## config.mk

```make
export PLATFORM = sky130hd
export DESIGN_NAME = cache_ctrl_nway
export DESIGN_NICKNAME = d
export VERILOG_FILES = /design/src/rtl/cache_ctrl_pkg.sv /design/src/rtl/cache_ctrl_nway_victim.sv /design/src/rtl/cache_ctrl_nway.sv
export SDC_FILE = /design/constraint.sdc
export NUM_CORES = 1
export LEC_CHECK = 0
export ABC_AREA = 0
export CAP_MARGIN = 15
export CORE_UTILIZATION = 28
export CTS_CLUSTER_SIZE = 8
export DETAILED_ROUTE_END_ITERATION = 12
export SYNTH_ARGS = -nofsm -noshare
export SYNTH_HDL_FRONTEND = slang
export SYNTH_SLANG_ARGS = --single-unit
```

## constraint.sdc

```tcl
create_clock -name clk -period 2.5 [get_ports clk]
set_input_delay 0.5 -clock clk [delete_from_list [all_inputs] [get_ports clk]]
set_output_delay 0.5 -clock clk [all_outputs]
set_load 0.03 [all_outputs]
```

## src/rtl/cache_ctrl_pkg.sv

```systemverilog
// Shared state encoding and width helpers for the N-way cache controller.
package cache_ctrl_pkg;

    localparam logic [2:0] ST_IDLE   = 3'd0;
    localparam logic [2:0] ST_LOOKUP = 3'd1;
    localparam logic [2:0] ST_WHIT   = 3'd2;
    localparam logic [2:0] ST_WTHRU  = 3'd3;
    localparam logic [2:0] ST_EVICT  = 3'd4;
    localparam logic [2:0] ST_FILL   = 3'd5;
    localparam logic [2:0] ST_UPDATE = 3'd6;
    localparam logic [2:0] ST_ACK    = 3'd7;

    // Index width that never collapses to zero bits for tiny parameters.
    function automatic int clog2_min1(input int n);
        return (n <= 2) ? 1 : $clog2(n);
    endfunction

endpackage

```

## src/rtl/cache_ctrl_nway_victim.sv

```systemverilog
// Hit/invalid-way priority encoders and the per-set round-robin pointer file.
module cache_victim_sel
    import cache_ctrl_pkg::*;
#(
    parameter  int WAYS = 4,
    parameter  int SETS = 16,
    localparam int WW   = clog2_min1(WAYS),
    localparam int SW   = clog2_min1(SETS)
) (
    input  logic            clk,
    input  logic            not_reset,
    input  logic [SW-1:0]   i_set_idx,
    input  logic [WAYS-1:0] i_hit_vec,
    input  logic [WAYS-1:0] i_valid_vec,
    input  logic            i_rr_adv,
    output logic            o_hit_any,
    output logic [WW-1:0]   o_hit_way,
    output logic [WW-1:0]   o_victim_way,
    output logic            o_victim_from_ptr
);

    logic [WW-1:0] r_rr [SETS];
    logic          w_inv_any;
    logic [WW-1:0] w_inv_way;

    always_comb begin
        o_hit_any = 1'b0;
        o_hit_way = '0;
        w_inv_any = 1'b0;
        w_inv_way = '0;
        // Scan downwards so the lowest matching index wins.
        for (int i = WAYS - 1; i >= 0; i--) begin
            if (i_hit_vec[i]) begin
                o_hit_any = 1'b1;
                o_hit_way = WW'(i);
            end
            if (!i_valid_vec[i]) begin
                w_inv_any = 1'b1;
                w_inv_way = WW'(i);
            end
        end
    end

    assign o_victim_from_ptr = !w_inv_any;
    assign o_victim_way      = w_inv_any ? w_inv_way : r_rr[i_set_idx];

    always_ff @(posedge clk or negedge not_reset) begin
        if (!not_reset) begin
            for (int s = 0; s < SETS; s++) r_rr[s] <= '0;
        end else if (i_rr_adv) begin
            r_rr[i_set_idx] <= r_rr[i_set_idx] + WW'(1);
        end
    end

endmodule

```

## src/rtl/cache_ctrl_nway.sv

```systemverilog
// N-way set-associative cache control FSM; CACHE_CTRL_STATS_EN adds hit/miss/evict counters.
module cache_ctrl_nway
    import cache_ctrl_pkg::*;
#(
    parameter  int WAYS       = 4,
    parameter  int SETS       = 16,
    parameter  int BURST_LEN  = 4,
    parameter  int WRITE_BACK = 1,
    localparam int WW         = clog2_min1(WAYS),
    localparam int SW         = clog2_min1(SETS),
    localparam int BW         = clog2_min1(BURST_LEN)
) (
    input  logic            clk,
    input  logic            not_reset,
    input  logic            sys_rd,
    input  logic            sys_wr,
    input  logic [SW-1:0]   set_idx,
    input  logic [WAYS-1:0] hit_vec,
    input  logic [WAYS-1:0] valid_vec,
    input  logic [WAYS-1:0] dirty_vec,
    input  logic            ram_ack,
    output logic            ram_avalid,
    output logic            ram_rnw,
    output logic            ram_addr_victim,
    output logic [BW-1:0]   beat_idx,
    output logic [WW-1:0]   way_sel,
    output logic            data_src,
    output logic            data_we,
    output logic            tag_we,
    output logic            dirty_set,
    output logic            sys_ack
`ifdef CACHE_CTRL_STATS_EN
    ,
    output logic [31:0]     stat_hits,
    output logic [31:0]     stat_misses,
    output logic [31:0]     stat_evicts
`endif
);

    logic [2:0]    r_state, w_nxt_state;
    logic          r_is_wr, w_nxt_is_wr;
    logic [SW-1:0] r_set, w_nxt_set;
    logic [WW-1:0] r_hit_way, w_nxt_hit_way;
    logic [WW-1:0] r_victim, w_nxt_victim;
    logic          r_vic_ptr, w_nxt_vic_ptr;
    logic [BW-1:0] r_beat, w_nxt_beat;
    logic          r_first, w_nxt_first;
    logic          w_last_beat, w_rr_adv;

    logic          w_hit_any, w_vic_ptr;
    logic [WW-1:0] w_hit_way, w_victim;

    logic          r_avalid, r_rnw, r_avict, r_src, r_we_whit, r_tag_we, r_dset, r_ack;
    logic [WW-1:0] r_way;
    logic          w_o_burst;

    cache_victim_sel #(.WAYS(WAYS), .SETS(SETS)) u_vsel (
        .clk               (clk),
        .not_reset         (not_reset),
        .i_set_idx         (r_set),
        .i_hit_vec         (hit_vec),
        .i_valid_vec       (valid_vec),
        .i_rr_adv          (w_rr_adv),
        .o_hit_any         (w_hit_any),
        .o_hit_way         (w_hit_way),
        .o_victim_way      (w_victim),
        .o_victim_from_ptr (w_vic_ptr)
    );

    assign w_last_beat = (r_beat == BW'(BURST_LEN - 1));

    always_comb begin
        w_nxt_state   = r_state;
        w_nxt_is_wr   = r_is_wr;
        w_nxt_set     = r_set;
        w_nxt_hit_way = r_hit_way;
        w_nxt_victim  = r_victim;
        w_nxt_vic_ptr = r_vic_ptr;
        w_nxt_beat    = r_beat;
        w_nxt_first   = r_first;
        w_rr_adv      = 1'b0;
        case (r_state)
            ST_IDLE: if (sys_rd ^ sys_wr) begin
                w_nxt_state = ST_LOOKUP;
                w_nxt_is_wr = sys_wr;
                w_nxt_set   = set_idx;
                w_nxt_first = 1'b1;
            end
            ST_LOOKUP: begin
                w_nxt_first = 1'b0;
                if (w_hit_any) begin
                    w_nxt_hit_way = w_hit_way;
                    w_nxt_state   = r_is_wr ? ST_WHIT : ST_ACK;
                end else if (r_is_wr && (WRITE_BACK == 0)) begin
                    w_nxt_hit_way = '0;
                    w_nxt_state   = ST_WTHRU;
                end else begin
                    w_nxt_victim  = w_victim;
                    w_nxt_vic_ptr = w_vic_ptr;
                    w_nxt_beat    = '0;
                    if ((WRITE_BACK != 0) && valid_vec[w_victim] && dirty_vec[w_victim])
                        w_nxt_state = ST_EVICT;
                    else
                        w_nxt_state = ST_FILL;
                end
            end
            ST_WHIT:  w_nxt_state = (WRITE_BACK != 0) ? ST_ACK : ST_WTHRU;
            ST_WTHRU: if (ram_ack) w_nxt_state = ST_ACK;
            ST_EVICT: if (ram_ack) begin
                w_nxt_beat  = w_last_beat ? '0 : r_beat + BW'(1);
                w_nxt_state = w_last_beat ? ST_FILL : ST_EVICT;
            end
            ST_FILL: if (ram_ack) begin
                w_nxt_beat  = w_last_beat ? '0 : r_beat + BW'(1);
                w_nxt_state = w_last_beat ? ST_UPDATE : ST_FILL;
            end
            ST_UPDATE: begin
                w_rr_adv    = r_vic_ptr;
                w_nxt_state = ST_LOOKUP;
            end
            ST_ACK: if (!sys_rd && !sys_wr) w_nxt_state = ST_IDLE;
            default: w_nxt_state = ST_IDLE;
        endcase
    end

    assign w_o_burst = (w_nxt_state == ST_EVICT) || (w_nxt_state == ST_FILL) ||
                       (w_nxt_state == ST_UPDATE);

    always_ff @(posedge clk or negedge not_reset) begin
        if (!not_reset) begin
            r_state   <= ST_IDLE;
            r_is_wr   <= 1'b0;
            r_set     <= '0;
            r_hit_way <= '0;
            r_victim  <= '0;
            r_vic_ptr <= 1'b0;
            r_beat    <= '0;
            r_first   <= 1'b0;
            r_avalid  <= 1'b0;
            r_rnw     <= 1'b1;
            r_avict   <= 1'b0;
            r_src     <= 1'b0;
            r_we_whit <= 1'b0;
            r_tag_we  <= 1'b0;
            r_dset    <= 1'b0;
            r_ack     <= 1'b0;
            r_way     <= '0;
        end else begin
            r_state   <= w_nxt_state;
            r_is_wr   <= w_nxt_is_wr;
            r_set     <= w_nxt_set;
            r_hit_way <= w_nxt_hit_way;
            r_victim  <= w_nxt_victim;
            r_vic_ptr <= w_nxt_vic_ptr;
            r_beat    <= w_nxt_beat;
            r_first   <= w_nxt_first;
            r_avalid  <= (w_nxt_state == ST_WTHRU) || (w_nxt_state == ST_EVICT) ||
                         (w_nxt_state == ST_FILL);
            r_rnw     <= !((w_nxt_state == ST_WTHRU) || (w_nxt_state == ST_EVICT));
            r_avict   <= (w_nxt_state == ST_EVICT);
            r_src     <= (w_nxt_state == ST_FILL);
            r_we_whit <= (w_nxt_state == ST_WHIT);
            r_tag_we  <= (w_nxt_state == ST_UPDATE);
            r_dset    <= (w_nxt_state == ST_WHIT) && (WRITE_BACK != 0);
            r_ack     <= (w_nxt_state == ST_ACK);
            r_way     <= w_o_burst ? w_nxt_victim :
                         ((w_nxt_state == ST_WHIT) || (w_nxt_state == ST_WTHRU) ||
                          (w_nxt_state == ST_ACK)) ? w_nxt_hit_way : '0;
        end
    end

    assign ram_avalid      = r_avalid;
    assign ram_rnw         = r_rnw;
    assign ram_addr_victim = r_avict;
    assign beat_idx        = r_beat;
    assign way_sel         = r_way;
    assign data_src        = r_src;
    // Fill words land in the same cycle the RAM returns them, so the fill strobe follows ram_ack.
    assign data_we         = r_we_whit || ((r_state == ST_FILL) && ram_ack);
    assign tag_we          = r_tag_we;
    assign dirty_set       = r_dset;
    assign sys_ack         = r_ack;

`ifdef CACHE_CTRL_STATS_EN
    logic [31:0] r_hits, r_misses, r_evicts;

    always_ff @(posedge clk or negedge not_reset) begin
        if (!not_reset) begin
            r_hits   <= '0;
            r_misses <= '0;
            r_evicts <= '0;
        end else begin
            if ((r_state == ST_LOOKUP) && r_first) begin
                if (w_hit_any) r_hits   <= r_hits + 32'd1;
                else           r_misses <= r_misses + 32'd1;
            end
            if ((r_state == ST_LOOKUP) && (w_nxt_state == ST_EVICT))
                r_evicts <= r_evicts + 32'd1;
        end
    end

    assign stat_hits   = r_hits;
    assign stat_misses = r_misses;
    assign stat_evicts = r_evicts;
`endif

endmodule

```

==> reports/results.ini <==
[outcome]
outcome = completed

[synth]
synth_top_cells_by_area = dfrtp_1 48%, mux2_2 16%, mux2i_1 3.2%
synth_area_um2 = 2850
synth_nets = 264
synth_most_common_cell = dfrtp_1
synth-edff-count = 0
async_flop_share_pct = 100.0
ys_top_cells_by_count = 55 x dfrtp_1, 41 x mux2_2, 17 x nand2_1
postSynthAreaPerCell_um2 = 11.83
synth_area_leader_cell = dfrtp_1
yosysSeqAreaShare_pct = 49.21
yosys_most_used_dff = dfrtp_1
ys_ff_latch = 56
ys_warn_count = 0
synthCells = 241
synth_cell_types = 50
netlist.area_leader.share_pct = 48.29

[sta]
fin_tns_setup_ns = 0
worstMarginPinSlew_ns = 0.4563
finClkSkew_ns = 0.008510
finalHoldViolCount = 0
finalMaxSlewViolations = 0
maxSlewHeadroom_pct = 69.58
fin_crit_sh_pct = 95.23
setup_ws_ns = 0.1193
finalSetupViolCount = 0
fmax_mhz = 420.0
grt_setup_unrepaired = yes
fin_hold_ws_ns = 0.1357
period_minus_slack_ns = 2.381

[route]
met2_length_mm = 3.026
wl_met1_mm = 2.857
drcViolationCount = 0
wl_met3_um = 261
post_drt_wl_per_cell_um = 14.64
vias = 2049
drt_wl_total_mm = 6.164
drt_iter0_drc = 61
top_layer_used = met4
via_per_inst = 4.867
ant_nets = 0
drtPass1Iterations = 4

[layout]
diodes = 0
final_cell_count_no_fill = 421
fin_area_um2 = 3547
drive_above_1_share_pct = 27.78
nets = 310
syn_to_final_growth_pct = 24.45
final_util_pct = 36.12

[setup_path]
cp.required_ns = 2.70
path_class = flip-flop to flip-flop
critPathLaunchType = flip-flop
arrival_ns = 2.58
r2r-start = r_set[1]$_DFFE_PN0P_
cp-end-kind = flip-flop
critPathMaxFanout = 21
r2r_slack_ns = 0.12
worst-r2r-cell-count = 7
regToRegEndpoint = sys_ack$_DFF_PN0_

[clocking]
numCtsBuffers = 5
postCtsHoldBufs = 0
clock_latency_ns = 0.30
cts_max_level = 2
ctsRootBufferMaster = clkbuf_8
clock_path_buffers = 2
cts.sinks = 56
clk_pin_slew_ns = 0.10
cts_tree = built

[pwr]
leakage_nw = 1.622
p_total_mw = 2.988
power.density_nw_per_um2 = 842.5
vdd_drop_max_mv = 0.4586

[grt]
grt_start_max_net_pins = 27
overflow = 0
antenna_found_initial = 0
grt_pass1_wl_mm = 10.29
grt_use_total_pct = 12.73
grt_pass1_vias = 2094

[placement]
placed_area_um2 = 3426
place.gp.congestion = 0.7822
hpwl_mm = 4.666
dp_slack_ns = 0.01053
dpl.cell_count = 413
io_buffers = 32

[die]
die_w_um = 102.9
dieArea_um2 = 10590
core_area_um2 = 9819
die_h_um = 102.9
initial_core_util_pct = 29.03
rows = 36
pin_count = 33

[min_path]
hold_class = input port to async pin

[flow_run]
cap_violations = 0

==> timing repair <==
action,CTS,global route
gates resized for setup,0,3
setup buffers,0,0
setup endpoints to repair,0,3
hold endpoints to repair,0,0
==> final cells by class <==
type | instances | area, um2
Clock buffer | 5 | 68.82
Clock inverter | 3 | 42.54
Fill cell | 1026 | 6272
Inverter | 11 | 41.29
Multi-Input combinational cell | 166 | 1370
Sequential cell | 56 | 1403
Tap cell | 133 | 166.4
Timing Repair Buffer | 47 | 455.4
==> layer usage <==
layer	track usage (%)	vias to the layer above
li1	-	971
met1	16.37	1027
met2	22.31	49
met3	2.508	2
met4	2.492	0
met5	0	-
==> power breakdown <==
group,internal (mW),switching (mW),total (mW)
logic,0.547,0.610,1.16
registers,1.06,0.180,1.24
clock network,0.297,0.290,0.587
total,1.91,1.08,2.99
==> how the worst max path moves through the flow <==
stage	from	to	slack [ns]	cells past startpoint
after CTS	r_set[1]$_DFFE_PN0P_	sys_ack$_DFF_PN0_	0.07	7
final	r_set[1]$_DFFE_PN0P_	sys_ack$_DFF_PN0_	0.12	7
after detailed placement	sys_wr	data_src$_DFF_PN0_	0.01	9
after floorplan	r_set[1]$_DFFE_PN0P_	u_vsel.r_rr[11]$_DFFE_PN0P_	0.29	8
after global placement	sys_wr	data_src$_DFF_PN0_	0.05	9
after global routing	r_set[1]$_DFFE_PN0P_	sys_ack$_DFF_PN0_	-0.009	7
==> sequential cells by signal, indices dropped and copies added (netlist names), 2 cells and up <==
signal,count
u_vsel.r_rr,32
r_set,4
r_state,3
beat_idx,2
r_hit_way,2
r_victim,2
way_sel,2
==> layout by cell type, fill, tap and decap left out, drive strengths merged, types with 2 or more instances in the layout <==
| master | synthesis | routed |
|---|---|---|
| nor3 | 7 | 7 |
| nand3 | 8 | 8 |
| nor2 | 15 | 15 |
| clkbuf | 4 | 5 |
| nor4 | 2 | 2 |
| mux2 | 44 | 44 |
| or2 | 2 | 2 |
| mux2i | 10 | 10 |
| dfrtp | 55 | 55 |
| a211oi | 3 | 3 |
| mux4 | 4 | 4 |
| and4 | 2 | 2 |
| buf | 4 | 16 |
| o41ai | 2 | 2 |
| clkdlybuf4s50 | 0 | 30 |
| o22ai | 2 | 2 |
| xnor2 | 2 | 2 |
| a21o | 3 | 3 |
| a21oi | 5 | 5 |
| nand2 | 17 | 17 |
| nand2b | 5 | 5 |
| nor2b | 3 | 3 |
| o21a | 2 | 2 |
| inv | 11 | 11 |
| ha | 2 | 2 |
| o21ai | 9 | 9 |
| and3 | 2 | 2 |
| nand3b | 2 | 2 |
==> cells by family (layout without fill, tap and decap cells) <==
group	Yosys count	count (layout)	share of synthesized area [%]
adders and majority gates	2	2	0.8778
xor gates and xnor gates	2	2	0.6147
AOI/OAI and AO/OA	35	35	9.439
and+or+nand+nor	69	69	12.38
buffers and inverters	19	66	2.985
DFF	56	56	49.21
muxes	58	58	24.50
==> critical path, stage by stage, from the launching register on <==
cell	delay, ns
dfrtp_1	0.41
buf_12	0.17
mux2i_1	0.14
mux4_2	0.61
mux2i_4	0.26
mux2i_2	0.30
o41ai_4	0.11
nor4_1	0.26
Power figures use the tool's default switching activity.
